==> src/rtl/snn_conv_pkg.sv <==
// Shared types and helpers for the SNN event-driven convolution path.
// Holds coordinate packing, default parameters, saturating arithmetic
// and kernel-position-to-offset mapping.
package snn_conv_pkg;

   localparam int unsigned DEF_COORD_BITS  = 8;
   localparam int unsigned DEF_IMG_WIDTH   = 32;
   localparam int unsigned DEF_IMG_HEIGHT  = 32;
   localparam int unsigned DEF_CHANNELS    = 1;
   localparam int unsigned DEF_NEURON_BITS = 9;
   localparam int unsigned DEF_KERNEL_BITS = 6;
   localparam int unsigned DEF_KERNEL_SIZE = 3;

   // Coordinates and offsets travel as wide signed pairs; callers truncate
   // to their own arithmetic width (coordinates up to 14 bits fit).
   localparam int unsigned VEC_BITS = 16;

   typedef struct packed {
      logic signed [VEC_BITS-1:0] x;
      logic signed [VEC_BITS-1:0] y;
   } vec2_t;

   typedef enum logic [1:0] {
      ST_IDLE,
      ST_ADDR,
      ST_UPDATE,
      ST_WRITE
   } state_t;

   // {x,y} with x in the upper cb bits
   function automatic logic [31:0] pack_coord(input vec2_t v, input int unsigned cb);
      logic [31:0] mask;
      mask = (32'd1 << cb) - 32'd1;
      return ((32'(v.x) & mask) << cb) | (32'(v.y) & mask);
   endfunction

   function automatic vec2_t unpack_coord(input logic [31:0] c, input int unsigned cb);
      vec2_t       v;
      logic [31:0] mask;
      mask = (32'd1 << cb) - 32'd1;
      v.x  = 16'((c >> cb) & mask);
      v.y  = 16'(c & mask);
      return v;
   endfunction

   // Row-major kernel position to (dx,dy) centred on the event
   function automatic vec2_t pos_offset(input int unsigned p, input int unsigned k);
      vec2_t v;
      int    r;
      r   = int'((k - 1) / 2);
      v.x = 16'(int'(p % k) - r);
      v.y = 16'(int'(p / k) - r);
      return v;
   endfunction

   function automatic logic signed [32:0] wide_sum(input logic signed [31:0] a,
                                                   input logic signed [31:0] b);
      return {a[31], a} + {b[31], b};
   endfunction

   // Signed add clamped to an nb-bit two's complement range
   function automatic logic signed [31:0] sat_add(input logic signed [31:0] a,
                                                  input logic signed [31:0] b,
                                                  input int unsigned nb);
      logic signed [32:0] sum, hi, lo;
      sum = wide_sum(a, b);
      hi  = (33'sd1 <<< (nb - 1)) - 33'sd1;
      lo  = -(33'sd1 <<< (nb - 1));
      if (sum > hi) return 32'(hi);
      if (sum < lo) return 32'(lo);
      return 32'(sum);
   endfunction

   function automatic logic sat_hit(input logic signed [31:0] a,
                                    input logic signed [31:0] b,
                                    input int unsigned nb);
      logic signed [32:0] sum, hi, lo;
      sum = wide_sum(a, b);
      hi  = (33'sd1 <<< (nb - 1)) - 33'sd1;
      lo  = -(33'sd1 <<< (nb - 1));
      return (sum > hi) || (sum < lo);
   endfunction

endpackage

==> src/rtl/kernel_weight_bank.sv <==
// Kernel weight register array: K*K positions x CHANNELS signed weights.
// Writes are accepted only while the gate is open; read is combinational.
module kernel_weight_bank #(
   parameter int unsigned POSITIONS   = 9,
   parameter int unsigned CHANNELS    = 1,
   parameter int unsigned KERNEL_BITS = 6,
   parameter int unsigned PW          = 4
) (
   input  logic                            clk,
   input  logic                            rst,
   input  logic                            wr_en,
   input  logic                            wr_gate,
   input  logic [PW-1:0]                   wr_addr,
   input  logic [CHANNELS*KERNEL_BITS-1:0] wr_data,
   input  logic [PW-1:0]                   rd_addr,
   output logic [CHANNELS*KERNEL_BITS-1:0] rd_data
);

   logic [CHANNELS*KERNEL_BITS-1:0] bank [POSITIONS];

   // Gated weight write; reset clears every position
   always_ff @(posedge clk) begin
      if (rst) begin
         for (int unsigned i = 0; i < POSITIONS; i++) bank[i] <= '0;
      end else if (wr_en && wr_gate && (int'(wr_addr) < int'(POSITIONS))) begin
         bank[wr_addr] <= wr_data;
      end
   end

   // Weight lookup for the current kernel position
   always_comb begin
      rd_data = '0;
      if (int'(rd_addr) < int'(POSITIONS)) rd_data = bank[rd_addr];
   end

endmodule

==> src/rtl/event_kernel_accumulator.sv <==
// Event-driven K x K kernel scatter onto the membrane-potential map with
// per-channel saturating read-modify-write and image-boundary clipping.
// Optional saturation counter: define SATURATION_COUNT_EN.
module event_kernel_accumulator
   import snn_conv_pkg::*;
#(
   parameter int unsigned COORD_BITS  = DEF_COORD_BITS,
   parameter int unsigned IMG_WIDTH   = DEF_IMG_WIDTH,
   parameter int unsigned IMG_HEIGHT  = DEF_IMG_HEIGHT,
   parameter int unsigned CHANNELS    = DEF_CHANNELS,
   parameter int unsigned NEURON_BITS = DEF_NEURON_BITS,
   parameter int unsigned KERNEL_BITS = DEF_KERNEL_BITS,
   parameter int unsigned KERNEL_SIZE = DEF_KERNEL_SIZE,
   localparam int unsigned POSITIONS  = KERNEL_SIZE * KERNEL_SIZE,
   localparam int unsigned PW         = (POSITIONS > 1) ? $clog2(POSITIONS) : 1,
   localparam int unsigned AW         = (IMG_WIDTH * IMG_HEIGHT > 1) ?
                                        $clog2(IMG_WIDTH * IMG_HEIGHT) : 1,
   localparam int unsigned FW         = CHANNELS * NEURON_BITS,
   localparam int unsigned WW         = CHANNELS * KERNEL_BITS
) (
   input  logic                    clk,
   input  logic                    rst,
   input  logic                    event_valid,
   output logic                    event_ready,
   input  logic [2*COORD_BITS-1:0] event_coord,
   output logic                    event_done,
   input  logic                    w_wr_en,
   input  logic [PW-1:0]           w_wr_addr,
   input  logic [WW-1:0]           w_wr_data,
   output logic                    fm_rd_en,
   output logic [AW-1:0]           fm_rd_addr,
   input  logic [FW-1:0]           fm_rd_data,
   output logic                    fm_wr_en,
   output logic [AW-1:0]           fm_wr_addr,
   output logic [FW-1:0]           fm_wr_data,
   output logic [15:0]             sat_count
);

   localparam int unsigned CW = COORD_BITS + 2;

   state_t                  state;
   logic [PW-1:0]           p;
   logic [2*COORD_BITS-1:0] coord_q;
   logic                    ready_q, done_q, rd_en_q, wr_en_q;
   logic [AW-1:0]           rd_addr_q, wr_addr_q;
   logic [FW-1:0]           wr_data_q;

   logic [PW-1:0]           look_p;
   logic [2*COORD_BITS-1:0] look_coord;
   logic                    look_inb;
   logic [AW-1:0]           look_addr;
   logic                    last;
   logic [WW-1:0]           w_cur;
   logic [FW-1:0]           upd_data;

   kernel_weight_bank #(
      .POSITIONS  (POSITIONS),
      .CHANNELS   (CHANNELS),
      .KERNEL_BITS(KERNEL_BITS),
      .PW         (PW)
   ) u_weights (
      .clk    (clk),
      .rst    (rst),
      .wr_en  (w_wr_en),
      .wr_gate(ready_q),
      .wr_addr(w_wr_addr),
      .wr_data(w_wr_data),
      .rd_addr(p),
      .rd_data(w_cur)
   );

   assign last = (p == PW'(POSITIONS - 1));

   // Bounds and address of the position the FSM visits next, so that the
   // read strobe can be registered on entry to ADDR rather than decoded.
   always_comb begin
      vec2_t                c, off;
      logic signed [CW-1:0] tx, ty;
      look_p     = (state == ST_IDLE) ? '0 : p + PW'(1);
      look_coord = (state == ST_IDLE) ? event_coord : coord_q;
      c          = unpack_coord(32'(look_coord), COORD_BITS);
      off        = pos_offset(int'(look_p), KERNEL_SIZE);
      tx         = CW'(c.x) + CW'(off.x);
      ty         = CW'(c.y) + CW'(off.y);
      look_inb   = (int'(tx) >= 0) && (int'(tx) < int'(IMG_WIDTH)) &&
                   (int'(ty) >= 0) && (int'(ty) < int'(IMG_HEIGHT));
      look_addr  = look_inb ? AW'(int'(ty) * int'(IMG_WIDTH) + int'(tx)) : '0;
   end

   // Per-channel saturating update of the returned potentials
   always_comb begin
      upd_data = '0;
      for (int unsigned ch = 0; ch < CHANNELS; ch++) begin
         upd_data[ch*NEURON_BITS +: NEURON_BITS] = NEURON_BITS'(sat_add(
            32'($signed(fm_rd_data[ch*NEURON_BITS +: NEURON_BITS])),
            32'($signed(w_cur[ch*KERNEL_BITS +: KERNEL_BITS])), NEURON_BITS));
      end
   end

`ifdef SATURATION_COUNT_EN
   logic [CHANNELS-1:0] upd_sat, sat_mask_q;
   logic [15:0]         sat_cnt_q, sat_next;

   // Which channels clamp in this update
   always_comb begin
      upd_sat = '0;
      for (int unsigned ch = 0; ch < CHANNELS; ch++) begin
         upd_sat[ch] = sat_hit(
            32'($signed(fm_rd_data[ch*NEURON_BITS +: NEURON_BITS])),
            32'($signed(w_cur[ch*KERNEL_BITS +: KERNEL_BITS])), NEURON_BITS);
      end
   end

   // Counter plus clamps of the write in flight, pinned at all-ones
   always_comb begin
      logic [15:0] inc;
      logic [16:0] sum;
      inc = '0;
      for (int unsigned ch = 0; ch < CHANNELS; ch++) inc = inc + 16'(sat_mask_q[ch]);
      sum      = {1'b0, sat_cnt_q} + {1'b0, inc};
      sat_next = sum[16] ? '1 : sum[15:0];
   end

   // Saturation counter advances on each WRITE cycle
   always_ff @(posedge clk) begin
      if (rst) sat_cnt_q <= '0;
      else if (wr_en_q) sat_cnt_q <= sat_next;
   end

   assign sat_count = sat_cnt_q;
`else
   assign sat_count = '0;
`endif

   // Event sequencing FSM: IDLE -> (ADDR [-> UPDATE -> WRITE])* -> IDLE
   always_ff @(posedge clk) begin
      if (rst) begin
         state     <= ST_IDLE;
         p         <= '0;
         coord_q   <= '0;
         ready_q   <= 1'b1;
         done_q    <= 1'b0;
         rd_en_q   <= 1'b0;
         rd_addr_q <= '0;
         wr_en_q   <= 1'b0;
         wr_addr_q <= '0;
         wr_data_q <= '0;
`ifdef SATURATION_COUNT_EN
         sat_mask_q <= '0;
`endif
      end else begin
         done_q <= 1'b0;
         case (state)
            ST_IDLE: begin
               if (event_valid && ready_q) begin
                  state     <= ST_ADDR;
                  coord_q   <= event_coord;
                  p         <= '0;
                  ready_q   <= 1'b0;
                  rd_en_q   <= look_inb;
                  rd_addr_q <= look_addr;
               end
            end
            ST_ADDR: begin
               if (rd_en_q) begin
                  rd_en_q <= 1'b0;
                  state   <= ST_UPDATE;
               end else if (last) begin
                  state   <= ST_IDLE;
                  done_q  <= 1'b1;
                  ready_q <= 1'b1;
               end else begin
                  p         <= p + PW'(1);
                  rd_en_q   <= look_inb;
                  rd_addr_q <= look_addr;
               end
            end
            ST_UPDATE: begin
               wr_en_q   <= 1'b1;
               wr_addr_q <= rd_addr_q;
               wr_data_q <= upd_data;
`ifdef SATURATION_COUNT_EN
               sat_mask_q <= upd_sat;
`endif
               state     <= ST_WRITE;
            end
            ST_WRITE: begin
               wr_en_q <= 1'b0;
               if (last) begin
                  state   <= ST_IDLE;
                  done_q  <= 1'b1;
                  ready_q <= 1'b1;
               end else begin
                  state     <= ST_ADDR;
                  p         <= p + PW'(1);
                  rd_en_q   <= look_inb;
                  rd_addr_q <= look_addr;
               end
            end
            default: state <= ST_IDLE;
         endcase
      end
   end

   assign event_ready = ready_q;
   assign event_done  = done_q;
   assign fm_rd_en    = rd_en_q;
   assign fm_rd_addr  = rd_addr_q;
   assign fm_wr_en    = wr_en_q;
   assign fm_wr_addr  = wr_addr_q;
   assign fm_wr_data  = wr_data_q;

endmodule

==> config.mk <==
export PLATFORM = sky130hd
export DESIGN_NAME = event_kernel_accumulator
export DESIGN_NICKNAME = d
export VERILOG_FILES = /design/src/rtl/snn_conv_pkg.sv /design/src/rtl/kernel_weight_bank.sv /design/src/rtl/event_kernel_accumulator.sv
export SDC_FILE = /design/constraint.sdc
export NUM_CORES = 1
export LEC_CHECK = 0
export ABC_CLOCK_PERIOD_IN_PS = 7100
export CELL_PAD_IN_SITES_DETAIL_PLACEMENT = 0
export CELL_PAD_IN_SITES_GLOBAL_PLACEMENT = 1
export CORE_MARGIN = 2
export CORE_UTILIZATION = 42
export DETAILED_ROUTE_END_ITERATION = 12
export PLACE_DENSITY = 0.88
export SYNTH_ARGS = -nofsm -noshare
export SYNTH_HDL_FRONTEND = slang
export SYNTH_HIERARCHICAL = 1
export SYNTH_SLANG_ARGS = --single-unit
==> constraint.sdc <==
create_clock -name clk -period 7.1 [get_ports clk]
set_clock_uncertainty 0.05 [all_clocks]
set_input_delay 1.775 -clock clk [delete_from_list [all_inputs] [get_ports clk]]
set_output_delay 1.775 -clock clk [all_outputs]
set_load 0.01 [all_outputs]
# Yosys cells after proc, flatten, opt, wreduce, memory -nomap -nowiden
# Memory sizes are Yosys's and may differ from the RTL's. A register that Yosys moved wholly into a read port is not among the register bits.
# Index checks and enable logic that the tools add are counted.
[totals]
ramBits = 54
rom_bits = 0
word_cells = 97
reg_bits = 55
n_memories = 1
latchBits = 0
input_bits = 39
out_inout_bits = 49
[memory_table]
columns = ["memory", "words", "word_bits", "read_ports", "rd_clocked_by_memory_dff", "wr", "line", "text"]
rows = [
  ["u_weights.bank", 9, 6, 1, 1, 9, "kernel_weight_bank.sv:19", "logic [CHANNELS*KERNEL_BITS-1:0] bank [POSITIONS];"],
]
[op_classes]
n_shift = 0
multipliers = 0
order_cmp = 8
eq_ne = 8
muxes = 47
bitwise = 0
n_reduce_logical = 14
add_sub_neg = 7
div = 2
[ops]
columns = ["cell", "count"]
rows = [
  ["2-to-1 mux 10 bit", 4],
  ["2-to-1 mux 9 bit", 4],
  ["divider 4 x 2 -> 32 bit (second input constant)", 1],
  ["remainder unit 4 x 2 -> 32 bit (second input constant)", 1],
  ["one-hot mux 10 bit (3 select lines)", 1],
  ["2-to-1 mux 4 bit", 7],
  ["adder 9 x 10 -> 10 bit", 2],
  ["greater-or-equal comparator 10 x 1 -> 1 bit (second input constant)", 2],
  ["< comparator 10 x 7 -> 1 bit (second input constant)", 2],
  ["subtractor 10 x 2 -> 10 bit (second input constant)", 2],
  ["2-to-1 mux 1 bit", 19],
  ["2-to-1 mux 16 bit", 1],
  ["2-to-1 mux 6 bit", 2],
  ["one-hot mux 4 bit (3 select lines)", 1],
  ["adder 10 bit", 1],
  ["adder 9 x 6 -> 10 bit", 1],
  ["greater-than comparator 10 x 9 -> 1 bit (second input constant)", 1],
  ["< comparator 10 x 9 -> 1 bit (second input constant)", 1],
  ["< comparator 4 bit (second input constant)", 2],
  ["one-hot mux 2 bit (4 select lines)", 1],
  ["logical AND 1 bit", 6],
  ["2-to-1 mux 2 bit", 3],
  ["one-hot mux 1 bit (3 select lines)", 2],
  ["AND reduction 3 bit", 2],
  ["13 further kinds", 17],
]

# Longest topological paths before layout
# Gate-level depths: netlist of run 1.
[depth]
word_depth = 13
ltp_mapped = 30
ltp_nobuf = 30

# Hierarchy
# Netlist of run 1, hierarchy kept.
[modules_own_cells]
columns = ["mod", "instances", "cells_per_inst", "seq_area_each_um2", "area_per_inst_um2"]
rows = [
  ["event_kernel_accumulator", 1, 514, 1101.1, 4115.2],
  ["kernel_weight_bank", 1, 191, 1621.6, 2563.7],
]

# Worst setup path after synthesis of run 1
# Ideal clock, no wire load.
[synth_path]
path_kind = "reg2reg"
startpoint = "register p[1]"
endpoint = "register rd_addr_q[9], in the netlist fm_rd_addr[9]"
setup_slack_ns = 1.912
required_ns = 6.935
setup_time_ns = 0.115
path_buffers = 0
arrival_time_ns = 5.023
period_less_slack_ns = 5.188
path_stages_with_launch = 30
path_cell_list = "dfxtp_1 ha_1 xnor2_1 or2_1 nor2_1 ha_1 inv_1 ha_1 nor2b_1 a21oi_1 nor3_2 mux2i_1 ha_1 inv_1 ha_1 inv_1 fa_1 nor2b_1 o21a_1 nor2_1 xnor2_1 ha_1 inv_1 fa_1 inv_1 a21o_1 a21oi_1 xnor2_1 xnor2_1 o21ai_2"
[synth_between]
elab_chain_cells = 13
elab_cells_between_ends = 22
classes_between = "6 x add/sub; 2 x div; 4 x order compare; 1 x eq/ne; 6 x mux; 3 x reduce/logical"
[synth_lines]
columns = ["item", "line", "text"]
rows = [
  ["start, declared", "event_kernel_accumulator.sv:42", "logic [PW-1:0] p;"],
  ["start signal, assigned", "event_kernel_accumulator.sv:173", "p <= p + PW'(1);"],
  ["start signal, assigned", "event_kernel_accumulator.sv:195", "p <= p + PW'(1);"],
  ["adder 4 x 1 -> 4 bit", "event_kernel_accumulator.sv:79", "look_p = (state == ST_IDLE) ? '0 : p + PW'(1);"],
  ["2-to-1 mux 4 bit", "event_kernel_accumulator.sv:79", ""],
  ["remainder unit 4 x 2 -> 32 bit", "snn_conv_pkg.sv:51", "v.x = 16'(int'(p % k) - r);"],
  ["subtractor 10 x 2 -> 10 bit", "snn_conv_pkg.sv:51", ""],
  ["adder 9 x 10 -> 10 bit", "event_kernel_accumulator.sv:83", "tx = CW'(c.x) + CW'(off.x);"],
  ["greater-or-equal comparator 10 x 1 -> 1 bit / < comparator 10 x 7 -> 1 bit (equally long branches)", "event_kernel_accumulator.sv:85", "look_inb = (int'(tx) >= 0) && (int'(tx) < int'(IMG_WIDTH)) &&"],
  ["logical AND 1 bit (2 in series)", "event_kernel_accumulator.sv:85", ""],
  ["logical AND 1 bit", "event_kernel_accumulator.sv:86", "(int'(ty) >= 0) && (int'(ty) < int'(IMG_HEIGHT));"],
  ["2-to-1 mux 10 bit", "event_kernel_accumulator.sv:87", "look_addr = look_inb ? AW'(int'(ty) * int'(IMG_WIDTH) + int'(tx)) : '0;"],
  ["2-to-1 mux 10 bit", "event_kernel_accumulator.sv:168, event_kernel_accumulator.sv:189", ""],
  ["2-to-1 mux 10 bit", "event_kernel_accumulator.sv:165", "if (rd_en_q) begin"],
  ["one-hot mux 10 bit (3 select lines) *", "event_kernel_accumulator.sv:153", "case (state)"],
  ["end signal, assigned", "event_kernel_accumulator.sv:161", "rd_addr_q <= look_addr;"],
  ["end signal, assigned", "event_kernel_accumulator.sv:175", "rd_addr_q <= look_addr;"],
  ["end signal, assigned", "event_kernel_accumulator.sv:197", "rd_addr_q <= look_addr;"],
  ["end, declared", "event_kernel_accumulator.sv:45", "logic [AW-1:0] rd_addr_q, wr_addr_q;"],
]
# Every way passes the cells marked *; elsewhere a longest branch is shown, timed or not. The select of a mux whose other input is x is not followed.
# A chain may end at the register's enable or synchronous reset.

# Worst setup path after layout of run 1
# Ends and elaborated chain as after synthesis.

==> impl_metrics.prom, run 1 <==
# TYPE chip_impl_metric gauge
chip_impl_metric{name="final_count_of_pins_violating_max_slew",unit=""} 0
chip_impl_metric{name="layoutNonFillerInstCount",unit=""} 985
chip_impl_metric{name="place.gp.congestion",unit=""} 0.8801
chip_impl_metric{name="finalSetupViolCount",unit=""} 0
chip_impl_info{name="most-common-layout-cells",value="sky130_fd_sc_hd__nand2_1 (96), sky130_fd_sc_hd__clkdlybuf4s50_1 (70), sky130_fd_sc_hd__nor2_1 (67)"} 1
chip_impl_metric{name="io_pins",unit=""} 88
chip_impl_info{name="post_synth_main_area_contributors",value="sky130_fd_sc_hd__edfxtp_1 (24%), sky130_fd_sc_hd__dfxtp_1 (16%), sky130_fd_sc_hd__ha_1 (8.6%)"} 1
chip_impl_metric{name="fin_total_pwr",unit="mW"} 1.666
chip_impl_metric{name="timing.final.crit_share",unit="%"} 85.72
chip_impl_metric{name="synth-seq-area-share",unit="%"} 40.76
chip_impl_metric{name="grt_ovf",unit=""} 0
chip_impl_metric{name="wire_length_on_met2",unit="um"} 6159
chip_impl_metric{name="starting_density",unit="%"} 42.51
chip_impl_info{name="routed.top_layer",value="met4"} 1
chip_impl_metric{name="grt_start_max_net_pins",unit=""} 59
chip_impl_metric{name="area_delta_synth_final",unit="%"} 16.88
chip_impl_metric{name="power.density_cell_area",unit="nW/um2"} 213.4
chip_impl_info{name="outcome",value="finished clean"} 1
chip_impl_info{name="path_common_cell",value="sky130_fd_sc_hd__ha_1"} 1
chip_impl_metric{name="post-place-cells",unit=""} 969
chip_impl_info{name="grt_setup_unrepaired",value="no"} 1
chip_impl_metric{name="detailed_place_hpwl",unit="um"} 10570
chip_impl_metric{name="cts_max_path_buffers",unit=""} 2
chip_impl_info{name="worstReg2RegEnd",value="fm_rd_addr[9]"} 1
chip_impl_info{name="cp-start-kind",value="flop"} 1
chip_impl_metric{name="peakVddDrop",unit="mV"} 0.1259
chip_impl_metric{name="post_cts_resized",unit=""} 0
chip_impl_metric{name="async_flop_share",unit="%"} 0
chip_impl_metric{name="drt-met1-wl",unit="um"} 7186
chip_impl_metric{name="r2r_slack",unit="ns"} 1.01
chip_impl_metric{name="postCtsHoldBufs",unit=""} 0
chip_impl_metric{name="cp_data_arrival_time",unit="ns"} 6.27
chip_impl_metric{name="rows",unit=""} 46
chip_impl_metric{name="met3_length",unit="um"} 986
chip_impl_metric{name="clock_sink_count",unit=""} 109
chip_impl_metric{name="die_area",unit="um2"} 16930
chip_impl_metric{name="number_of_enable_flip_flop_cells_after_synthesis",unit=""} 54
chip_impl_metric{name="synth_warnings",unit=""} 6
chip_impl_metric{name="post-place-ws",unit="ns"} 1.046
chip_impl_metric{name="power_leakage",unit="nW"} 3.099
chip_impl_metric{name="die_boundary_height",unit="um"} 130.1
chip_impl_metric{name="synth_top_cell_area_share",unit="%"} 24.28
chip_impl_metric{name="grt_pass1_wl",unit="um"} 22980
chip_impl_metric{name="cts_made_buffers",unit=""} 9
chip_impl_metric{name="maxCapViolations",unit=""} 0
chip_impl_metric{name="postCtsSetupRepairBufs",unit=""} 0
chip_impl_metric{name="post_synth_instance_area",unit="um2"} 6679
chip_impl_info{name="setup.worst_path.end_class",value="flop"} 1
chip_impl_metric{name="drtAntennaViolNets",unit=""} 0
chip_impl_info{name="timing.critical_path.from",value="p[1]"} 1
chip_impl_info{name="criticalPathCategory",value="reg -> reg"} 1
chip_impl_metric{name="clk_latency",unit="ns"} 0.37
chip_impl_info{name="cts.root.buffer_cell",value="sky130_fd_sc_hd__clkbuf_16"} 1
chip_impl_info{name="worstSetupEndpoint",value="fm_rd_addr[9]"} 1
chip_impl_metric{name="drive_gt1_share",unit="%"} 7.412
chip_impl_metric{name="postSynthCellCount",unit=""} 705
chip_impl_metric{name="vias",unit=""} 5042
chip_impl_metric{name="max_stage_delay",unit="ns"} 0.76
chip_impl_metric{name="postLayoutSetupSlackWorst",unit="ns"} 1.014
chip_impl_metric{name="detailedRoute.firstIterationViolations",unit=""} 347
chip_impl_metric{name="fmaxAchievable",unit="MHz"} 164.3
chip_impl_metric{name="worstRegToRegCells",unit=""} 29
chip_impl_metric{name="antennaDiodeCount",unit=""} 0
chip_impl_info{name="layout_commonest_cell",value="sky130_fd_sc_hd__nand2_1"} 1
chip_impl_metric{name="finalHoldViolCount",unit=""} 0
chip_impl_info{name="cts_tree",value="yes"} 1
chip_impl_metric{name="slew_headroom",unit="%"} 45.80
chip_impl_metric{name="drt_drc_violations_left",unit=""} 0
chip_impl_metric{name="synth.ff_latch_count",unit=""} 109
chip_impl_info{name="r2r-start",value="p[1]"} 1
chip_impl_metric{name="totalWireLength",unit="um"} 14610
chip_impl_metric{name="worstPathMaxFanout",unit=""} 19
chip_impl_metric{name="yosysUniqueCellTypes",unit=""} 67
chip_impl_metric{name="detail_route.wl_per_cell",unit="um"} 14.83
chip_impl_info{name="min_path_type",value="reg -> reg"} 1
chip_impl_metric{name="first_pass_iters",unit=""} 7
chip_impl_info{name="synthDominantAreaCellType",value="sky130_fd_sc_hd__edfxtp_1"} 1
chip_impl_metric{name="finalWorstPathRequiredPeriod",unit="ns"} 6.086
chip_impl_metric{name="nets",unit=""} 853
chip_impl_metric{name="die_x",unit="um"} 130.1
chip_impl_metric{name="grt_antenna_before_repair",unit=""} 0
chip_impl_metric{name="gr-usage-all-layers",unit="%"} 17.53
chip_impl_metric{name="grt_pass1_vias",unit=""} 4491
chip_impl_info{name="dominantRegCellSynth",value="sky130_fd_sc_hd__dfxtp_1"} 1
chip_impl_metric{name="post-route-util",unit="%"} 49.68
chip_impl_metric{name="path_clk_slew",unit="ns"} 0.08
chip_impl_metric{name="route.detailed.vias_per_inst",unit=""} 5.119
chip_impl_info{name="crit_slowest_cell",value="sky130_fd_sc_hd__dfxtp_1"} 1
chip_impl_metric{name="port-buffer-count",unit=""} 71
chip_impl_metric{name="fillCellCount",unit=""} 1476
chip_impl_metric{name="synth.avg_cell_area",unit="um2"} 9.474
chip_impl_metric{name="cp.required",unit="ns"} 7.29
chip_impl_metric{name="fp.coreArea",unit="um2"} 15710
chip_impl_metric{name="htree_levels",unit=""} 3
chip_impl_metric{name="fin_setup_tns",unit="ns"} 0
chip_impl_metric{name="worst-slew-pin-transition",unit="ns"} 0.8107
[through the flow]
stage          cell area, um2  hold WS, ns
4_1_cts                  7806       0.4072
5_1_grt                  7806       0.4262
3_5_place_dp             7482       0.3968
3_3_place_gp             7482       0.3908
2_1_floorplan            6735       0.3857
6_report                 7806       0.4040
[where the power goes]
group          internal [mW]  switching, mW
registers              0.678         0.0114
logic                  0.185          0.243
clock network          0.286          0.262
[synth_stat cells, types with 5 or more instances]
| library cell | number |
|---|---|
| sky130_fd_sc_hd__and2_1 | 26 |
| sky130_fd_sc_hd__a31oi_1 | 6 |
| sky130_fd_sc_hd__buf_1 | 5 |
| sky130_fd_sc_hd__edfxtp_1 | 54 |
| sky130_fd_sc_hd__mux2i_1 | 29 |
| sky130_fd_sc_hd__a22oi_1 | 5 |
| sky130_fd_sc_hd__nor2_1 | 67 |
| sky130_fd_sc_hd__buf_4 | 16 |
| sky130_fd_sc_hd__or2_2 | 7 |
| sky130_fd_sc_hd__buf_2 | 5 |
| sky130_fd_sc_hd__ha_1 | 46 |
| sky130_fd_sc_hd__o21ai_0 | 5 |
| sky130_fd_sc_hd__a221o_1 | 5 |
| sky130_fd_sc_hd__a21oi_1 | 57 |
| sky130_fd_sc_hd__nand2b_1 | 5 |
| sky130_fd_sc_hd__maj3_1 | 8 |
| sky130_fd_sc_hd__nor3_1 | 7 |
| sky130_fd_sc_hd__clkbuf_1 | 13 |
| sky130_fd_sc_hd__inv_1 | 48 |
| sky130_fd_sc_hd__xnor2_1 | 12 |
| sky130_fd_sc_hd__nor2b_1 | 5 |
| sky130_fd_sc_hd__mux4_1 | 5 |
| sky130_fd_sc_hd__nand2_1 | 96 |
| sky130_fd_sc_hd__o21bai_1 | 7 |
| sky130_fd_sc_hd__a211oi_1 | 9 |
| sky130_fd_sc_hd__nor2_2 | 5 |
| sky130_fd_sc_hd__a21o_1 | 6 |
| sky130_fd_sc_hd__xor2_1 | 14 |
| sky130_fd_sc_hd__dfxtp_1 | 55 |
| sky130_fd_sc_hd__nand3_1 | 7 |
| sky130_fd_sc_hd__o21ai_2 | 10 |
[worst max-delay path: cells and delay by family (launching register included)]
| kind | cells | cell delay (ns) |
|---|---|---|
| xor gates and xnor gates | 4 | 0.67 |
| adders and majority gates | 8 | 2.26 |
| AOI/OAI and AO/OA | 5 | 0.50 |
| DFF | 1 | 0.76 |
| buffers and inverters | 5 | 0.33 |
| and+or+nand+nor | 6 | 1.16 |
| muxes | 1 | 0.24 |
[cell type report]
class                   count  area (um2)  share of cell area [%]
repair buffers             76       743.2                   9.521
flip-flops and latches    109        2723                   34.88
clock inverters             7       98.84                   1.266
inverters                  49       183.9                   2.356
multi-input cells         519        3562                   45.63
clock buffers               9       225.2                   2.885
well taps                 216       270.3                   3.462
[cell families after synthesis]
family                     Yosys count  share of synthesized area (%)
adders and majority gates           58                          11.02
and+or+nand+nor                    253                          18.06
DFF                                109                          40.76
AOI/OAI and AO/OA                  129                          12.89
xor gates and xnor gates            27                          3.653
buffers and inverters               92                          6.744
other                                1                        0.05615
muxes                               36                          6.819
[how the worst min path moves through the flow]
stage | start | end | slack [ns] | cells after the start
3_5_place_dp | fm_wr_addr[2] | fm_wr_addr[2] | 0.40 | 2
5_1_grt | coord_q[2] | coord_q[2] | 0.43 | 2
4_1_cts | fm_wr_addr[2] | fm_wr_addr[2] | 0.41 | 2
2_1_floorplan | coord_q[0] | coord_q[0] | 0.39 | 2
3_3_place_gp | coord_q[15] | coord_q[15] | 0.39 | 2
6_report | coord_q[8] | coord_q[8] | 0.40 | 2
[state kept, by name (all words and copies together) (netlist names), named ones only]
signal / count
u_weights/bank: 54
coord_q: 16
fm_rd_addr: 10
fm_wr_addr: 10
fm_wr_data: 9
p: 4
event_done: 1
event_ready: 1
fm_rd_en: 1
fm_wr_en: 1
state: 1
[metal layers]
metal,global-route usage [%],up-vias
met4,6.768,0
met5,0,-
li1,-,2550
met2,25.50,151
met1,25.74,2320
met3,3.403,21
Note: power is estimated with default switching activity, not from simulation.
==> run 2, diff against run 1 <==
Settings changed: CORE_ASPECT_RATIO set to 2, CORE_UTILIZATION 42 to 40, GPL_ROUTABILITY_DRIVEN set to 1, PLACE_DENSITY 0.88 to 0.85.
==> impl_metrics.prom, run 2 (synthesis gave the netlist of run 1 again) <==
# TYPE chip_impl_metric gauge
chip_impl_metric{name="crit_buf_inv",unit=""} 2
chip_impl_metric{name="place.gp.congestion",unit=""} 0.8713
chip_impl_metric{name="gr-usage-all-layers",unit="%"} 19.02
chip_impl_metric{name="finalHoldViolCount",unit=""} 0
chip_impl_metric{name="cts_made_buffers",unit=""} 9
chip_impl_metric{name="htree_levels",unit=""} 3
chip_impl_metric{name="fmaxAchievable",unit="MHz"} 162.0
chip_impl_info{name="layout_commonest_cell",value="sky130_fd_sc_hd__nand2_1"} 1
chip_impl_metric{name="grt_ovf",unit=""} 0
chip_impl_metric{name="fin_setup_tns",unit="ns"} 0
chip_impl_metric{name="postCtsHoldBufs",unit=""} 0
chip_impl_metric{name="grt_pass1_vias",unit=""} 4965
chip_impl_metric{name="hold_path_depth",unit=""} 2
chip_impl_metric{name="vias",unit=""} 5036
chip_impl_metric{name="io_pins",unit=""} 88
chip_impl_info{name="min_path_type",value="reg -> reg"} 1
chip_impl_info{name="worstReg2RegEnd",value="fm_rd_addr[9]"} 1
chip_impl_metric{name="cp.depth",unit=""} 26
chip_impl_metric{name="finalSetupViolCount",unit=""} 0
chip_impl_metric{name="die_boundary_height",unit="um"} 186.7
chip_impl_metric{name="multi_input_area",unit="um2"} 3562
chip_impl_info{name="max_flop_register",value="u_weights/bank"} 1
chip_impl_info{name="criticalPathCategory",value="reg -> reg"} 1
chip_impl_metric{name="cts_max_path_buffers",unit=""} 2
chip_impl_metric{name="die_x",unit="um"} 95.37
chip_impl_metric{name="finalWorstPathRequiredPeriod",unit="ns"} 6.172
chip_impl_metric{name="clk_latency",unit="ns"} 0.35
chip_impl_metric{name="final.hold.worst_slack",unit="ns"} 0.4055
chip_impl_info{name="grt_setup_unrepaired",value="no"} 1
chip_impl_metric{name="worst-slew-pin-transition",unit="ns"} 0.8422
chip_impl_metric{name="drt_drc_violations_left",unit=""} 0
chip_impl_metric{name="power.density_cell_area",unit="nW/um2"} 211.7
chip_impl_info{name="cts_tree",value="yes"} 1
chip_impl_metric{name="totalWireLength",unit="um"} 16490
chip_impl_metric{name="peakVddDrop",unit="mV"} 0.09439
chip_impl_info{name="most-common-layout-cells",value="sky130_fd_sc_hd__nand2_1 (96), sky130_fd_sc_hd__clkdlybuf4s50_1 (70), sky130_fd_sc_hd__nor2_1 (67)"} 1
chip_impl_info{name="setup.worst_path.end_class",value="flop"} 1
chip_impl_metric{name="fp.coreArea",unit="um2"} 16270
chip_impl_metric{name="worstPathMaxFanout",unit=""} 19
chip_impl_info{name="path_delay_family",value="adder cells"} 1
chip_impl_metric{name="detailed_place_hpwl",unit="um"} 12950
chip_impl_metric{name="grt_start_max_net_pins",unit=""} 58
chip_impl_info{name="worstSetupEndpoint",value="fm_rd_addr[9]"} 1
chip_impl_metric{name="timing.final.crit_share",unit="%"} 86.93
chip_impl_metric{name="fillCellCount",unit=""} 1577
chip_impl_metric{name="postCtsSetupRepairBufs",unit=""} 0
chip_impl_metric{name="sequential_cell_area",unit="um2"} 2723
chip_impl_info{name="largestRegisters",value="u_weights/bank x54, coord_q x16"} 1
chip_impl_metric{name="worstRegToRegCells",unit=""} 26
chip_impl_info{name="path_common_cell",value="sky130_fd_sc_hd__ha_1"} 1
chip_impl_metric{name="max_stage_delay",unit="ns"} 0.76
chip_impl_metric{name="post_dp_cell_area",unit="um2"} 7460
chip_impl_metric{name="final_count_of_pins_violating_max_slew",unit=""} 0
chip_impl_info{name="timing.critical_path.from",value="p[1]"} 1
chip_impl_metric{name="drive_gt1_share",unit="%"} 7.292
chip_impl_metric{name="post_cts_resized",unit=""} 0
chip_impl_metric{name="path_clk_slew",unit="ns"} 0.08
chip_impl_metric{name="detailedRoute.firstIterationViolations",unit=""} 210
chip_impl_metric{name="largest_reg_flops",unit=""} 54
chip_impl_metric{name="cp_data_arrival_time",unit="ns"} 6.35
chip_impl_metric{name="area_delta_synth_final",unit="%"} 16.22
chip_impl_metric{name="drtAntennaViolNets",unit=""} 0
chip_impl_metric{name="fin_area",unit="um2"} 7762
chip_impl_metric{name="power_leakage",unit="nW"} 3.084
chip_impl_metric{name="rows",unit=""} 66
chip_impl_metric{name="route.detailed.vias_per_inst",unit=""} 5.181
chip_impl_info{name="outcome",value="finished clean"} 1
chip_impl_metric{name="starting_density",unit="%"} 41.06
chip_impl_metric{name="clock_sink_count",unit=""} 109
chip_impl_metric{name="maxCapViolations",unit=""} 0
chip_impl_metric{name="antennaDiodeCount",unit=""} 0
chip_impl_info{name="crit_slowest_cell",value="sky130_fd_sc_hd__dfxtp_1"} 1
chip_impl_info{name="cp-start-kind",value="flop"} 1
chip_impl_metric{name="grt_pass1_wl",unit="um"} 25410
chip_impl_metric{name="grt_antenna_before_repair",unit=""} 0
chip_impl_metric{name="first_pass_iters",unit=""} 4
chip_impl_info{name="r2r-start",value="p[1]"} 1
chip_impl_metric{name="port-buffer-count",unit=""} 71
chip_impl_metric{name="slew_headroom",unit="%"} 43.09
chip_impl_info{name="cts.root.buffer_cell",value="sky130_fd_sc_hd__clkbuf_16"} 1
chip_impl_metric{name="r2r_slack",unit="ns"} 0.93
chip_impl_metric{name="detail_route.wl_per_cell",unit="um"} 16.97
chip_impl_metric{name="nets",unit=""} 852
chip_impl_metric{name="die_area",unit="um2"} 17810
chip_impl_metric{name="cp.required",unit="ns"} 7.27
==> run 2: cell types whose count changed in the layout (fill, tap and decap cells not counted) <==
| cell | previous run | this run |
|---|---|---|
| sky130_fd_sc_hd__clkinv_8 | 2 | 1 |
| sky130_fd_sc_hd__buf_4 | 5 | 4 |
| sky130_fd_sc_hd__bufinv_16 | 1 | 0 |
| sky130_fd_sc_hd__clkinv_4 | 0 | 1 |
| sky130_fd_sc_hd__inv_12 | 0 | 1 |
==> run 2: worst min-delay path by stage <==
stage                        startpoint            end  slack [ns]
after floorplan              coord_q[0]     coord_q[0]        0.39
final                        coord_q[9]     coord_q[9]        0.41
after global routing      fm_wr_addr[4]  fm_wr_addr[4]        0.42
after CTS                    coord_q[5]     coord_q[5]        0.41
after detailed placement     coord_q[5]     coord_q[5]        0.40
after global placement       coord_q[9]     coord_q[9]        0.39
==> run 2: where the power goes <==
part / switching (mW) / internal [mW] / total [mW]
registers: 0.0142 / 0.678 / 0.692
clock network: 0.258 / 0.252 / 0.510
logic: 0.254 / 0.187 / 0.441
total: 0.526 / 1.12 / 1.64
==> run 2: routing by layer <==
layer	wire, um	track usage (%)
met5	0	0
met1	5578	18.01
met4	626	8.571
met2	9797	38.24
met3	491	2.180
==> run 2: worst min-delay path, delay by kind of cell (launching register included) <==
family,cells,cell delay (ns)
AO/OA/AOI/OAI,1,0.05
flip-flops,1,0.31
AND/OR/NAND/NOR,1,0.05
==> run 2: layout make-up <==
cell class / instances / area share, %
clock buffer: 9 / 2.901
clock inverter: 7 / 0.9994
inverter: 49 / 2.369
multi-input combinational: 519 / 45.89
sequential: 109 / 35.07
tap: 204 / 3.288
timing repair buffer: 75 / 9.478
==> run 2: per-stage QoR <==
| step | setup WS, ns | util, % | instances | power (mW) |
|---|---|---|---|---|
| after floorplan | 1.912 | - | 720 | 1.030 |
| after global routing | 0.2235 | 47.72 | 972 | 1.731 |
| final | 0.9282 | 47.72 | 972 | 1.644 |
| after CTS | 0.9201 | 47.72 | 972 | 1.660 |
| after global placement | 1.070 | 45.85 | 956 | 1.148 |
| after detailed placement | 0.9578 | 45.85 | 956 | 1.151 |
==> run 3, diff against run 2 <==
Settings changed: CORE_ASPECT_RATIO 2 to 0.5.
==> impl_metrics.prom, run 3 (synthesis gave the netlist of run 1 again) <==
# TYPE chip_impl_metric gauge
chip_impl_info{name="criticalPathCategory",value="reg -> reg"} 1
chip_impl_metric{name="totalWireLength",unit="um"} 14920
chip_impl_metric{name="power.density_cell_area",unit="nW/um2"} 209.2
chip_impl_metric{name="io_pins",unit=""} 88
chip_impl_info{name="layout_commonest_cell",value="sky130_fd_sc_hd__nand2_1"} 1
chip_impl_metric{name="detail_route.wl_per_cell",unit="um"} 14.98
chip_impl_info{name="cts.root.buffer_cell",value="sky130_fd_sc_hd__clkbuf_16"} 1
chip_impl_metric{name="fmaxAchievable",unit="MHz"} 162.4
chip_impl_metric{name="antennaDiodeCount",unit=""} 0
chip_impl_metric{name="clock_sink_count",unit=""} 109
chip_impl_metric{name="met3_length",unit="um"} 623
chip_impl_metric{name="fin_area",unit="um2"} 7807
chip_impl_metric{name="place.gp.congestion",unit=""} 0.8861
chip_impl_metric{name="fin_total_pwr",unit="mW"} 1.634
chip_impl_metric{name="maxCapViolations",unit=""} 0
chip_impl_metric{name="final.hold.worst_slack",unit="ns"} 0.4054
chip_impl_metric{name="detailed_place_hpwl",unit="um"} 11370
chip_impl_metric{name="worstPathMaxFanout",unit=""} 19
chip_impl_info{name="worstHoldStart",value="coord_q[1]"} 1
chip_impl_metric{name="detailedRoute.firstIterationViolations",unit=""} 473
chip_impl_metric{name="fp.coreArea",unit="um2"} 16350
chip_impl_metric{name="starting_density",unit="%"} 40.85
chip_impl_metric{name="rows",unit=""} 33
chip_impl_metric{name="area_delta_synth_final",unit="%"} 16.90
chip_impl_metric{name="gr-usage-all-layers",unit="%"} 17.05
chip_impl_metric{name="vias",unit=""} 5032
chip_impl_metric{name="fillCellCount",unit=""} 1544
chip_impl_metric{name="finalSetupViolCount",unit=""} 0
chip_impl_metric{name="finalHoldViolCount",unit=""} 0
chip_impl_info{name="worstSetupEndpoint",value="fm_rd_addr[9]"} 1
chip_impl_metric{name="grt_start_max_net_pins",unit=""} 57
chip_impl_info{name="r2r-start",value="p[1]"} 1
chip_impl_metric{name="grt_antenna_before_repair",unit=""} 0
chip_impl_metric{name="cts_max_path_buffers",unit=""} 2
chip_impl_metric{name="drive_gt1_share",unit="%"} 7.412
chip_impl_metric{name="grt_pass1_vias",unit=""} 4771
chip_impl_metric{name="port-buffer-count",unit=""} 71
chip_impl_info{name="cts_tree",value="yes"} 1
chip_impl_metric{name="die_area",unit="um2"} 17810
chip_impl_metric{name="cp_data_arrival_time",unit="ns"} 6.33
chip_impl_metric{name="final_count_of_pins_violating_max_slew",unit=""} 0
chip_impl_metric{name="die_x",unit="um"} 186.7
chip_impl_info{name="routed.top_layer",value="met4"} 1
chip_impl_metric{name="cts_made_buffers",unit=""} 9
chip_impl_metric{name="nets",unit=""} 853
chip_impl_metric{name="largest_reg_flops",unit=""} 54
chip_impl_info{name="timing.critical_path.from",value="p[1]"} 1
chip_impl_metric{name="r2r_slack",unit="ns"} 0.94
chip_impl_info{name="max_flop_register",value="u_weights/bank"} 1
chip_impl_info{name="setup.worst_path.end_class",value="flop"} 1
chip_impl_metric{name="wire_length_on_met2",unit="um"} 7118
chip_impl_metric{name="route.detailed.vias_per_inst",unit=""} 5.052
chip_impl_metric{name="post_cts_resized",unit=""} 0
chip_impl_metric{name="worst-slew-pin-transition",unit="ns"} 1.179
chip_impl_metric{name="post_dp_cell_area",unit="um2"} 7496
chip_impl_metric{name="htree_levels",unit=""} 3
chip_impl_metric{name="die_boundary_height",unit="um"} 95.37
chip_impl_metric{name="sequential_cell_area",unit="um2"} 2723
chip_impl_info{name="largestRegisters",value="u_weights/bank x54, coord_q x16"} 1
chip_impl_info{name="grt_setup_unrepaired",value="no"} 1
chip_impl_metric{name="drtAntennaViolNets",unit=""} 0
chip_impl_info{name="outcome",value="finished clean"} 1
chip_impl_metric{name="multi_input_area",unit="um2"} 3562
chip_impl_metric{name="fin_setup_tns",unit="ns"} 0
chip_impl_metric{name="finalWorstPathRequiredPeriod",unit="ns"} 6.158
chip_impl_metric{name="postCtsHoldBufs",unit=""} 0
chip_impl_metric{name="timing.final.crit_share",unit="%"} 86.73
chip_impl_metric{name="first_pass_iters",unit=""} 5
chip_impl_metric{name="path_clk_slew",unit="ns"} 0.08
chip_impl_metric{name="clk_latency",unit="ns"} 0.35
chip_impl_info{name="most-common-layout-cells",value="sky130_fd_sc_hd__nand2_1 (96), sky130_fd_sc_hd__clkdlybuf4s50_1 (70), sky130_fd_sc_hd__nor2_1 (67)"} 1
chip_impl_metric{name="peakVddDrop",unit="mV"} 0.1029
chip_impl_info{name="cp-start-kind",value="flop"} 1
chip_impl_info{name="min_path_type",value="reg -> reg"} 1
chip_impl_metric{name="drt-met1-wl",unit="um"} 7010
chip_impl_metric{name="slew_headroom",unit="%"} 20.34
chip_impl_metric{name="worstRegToRegCells",unit=""} 26
chip_impl_metric{name="grt_ovf",unit=""} 0
chip_impl_metric{name="drt_drc_violations_left",unit=""} 0
chip_impl_metric{name="power_leakage",unit="nW"} 3.091
chip_impl_info{name="worstReg2RegEnd",value="fm_rd_addr[9]"} 1
chip_impl_metric{name="cp.required",unit="ns"} 7.27
chip_impl_metric{name="grt_pass1_wl",unit="um"} 24040
chip_impl_metric{name="postCtsSetupRepairBufs",unit=""} 0
[run 3: cell type report]
type,count,area share (%)
Sequential cell,109,34.87
Tap cell,227,3.638
Timing Repair Buffer,76,9.519
Multi-Input combinational cell,519,45.63
Clock inverter,7,1.106
Clock buffer,9,2.885
Inverter,49,2.356
[run 3: critical path, stage by stage, from the launching register on]
cell                       delay [ns]
sky130_fd_sc_hd__dfxtp_1         0.79
sky130_fd_sc_hd__ha_1            0.33
sky130_fd_sc_hd__xnor2_1         0.23
sky130_fd_sc_hd__or2_1           0.18
sky130_fd_sc_hd__nor2_1          0.07
sky130_fd_sc_hd__ha_1            0.22
sky130_fd_sc_hd__a31oi_1         0.32
sky130_fd_sc_hd__nand2_1         0.17
sky130_fd_sc_hd__a21oi_1         0.24
sky130_fd_sc_hd__ha_1            0.30
sky130_fd_sc_hd__o31a_1          0.18
sky130_fd_sc_hd__nand4b_1        0.19
sky130_fd_sc_hd__mux2_2          0.33
sky130_fd_sc_hd__ha_1            0.27
sky130_fd_sc_hd__inv_1           0.04
sky130_fd_sc_hd__ha_1            0.35
sky130_fd_sc_hd__nand3_1         0.11
sky130_fd_sc_hd__nand4b_1        0.15
sky130_fd_sc_hd__a21o_1          0.21
sky130_fd_sc_hd__a21oi_1         0.16
sky130_fd_sc_hd__xor2_1          0.23
sky130_fd_sc_hd__inv_1           0.08
sky130_fd_sc_hd__ha_1            0.30
sky130_fd_sc_hd__a21oi_1         0.17
sky130_fd_sc_hd__xnor2_1         0.15
sky130_fd_sc_hd__xnor2_1         0.16
sky130_fd_sc_hd__o21ai_2         0.07
[run 3: routing by layer]
metal	vias up	track usage, %
li1	2543	-
met4	0	3.902
met2	106	30.11
met3	15	3.128
met5	-	0
met1	2368	22.03
[run 3: worst min-delay path by stage]
stage / endpoint / slack (ns) / cells after the start
detailed placement: coord_q[1] / 0.40 / 2
CTS: coord_q[1] / 0.41 / 2
global placement: coord_q[11] / 0.39 / 2
global route: coord_q[14] / 0.42 / 2
floorplan: coord_q[0] / 0.39 / 2
finish: coord_q[1] / 0.41 / 2
[run 3: power breakdown]
group          total [mW]  internal [mW]  switching, mW
combinational       0.422          0.185          0.237
clock               0.521          0.254          0.266
sequential          0.691          0.678         0.0124
[run 3: metrics by stage]
step / instances / setup slack [ns] / util (%)
floorplan: 720 / 1.912 / -
detailed placement: 980 / 1.007 / 45.84
finish: 996 / 0.9419 / 47.75
CTS: 996 / 0.9691 / 47.75
global route: 996 / 0.3860 / 47.75
global placement: 980 / 1.211 / 45.84
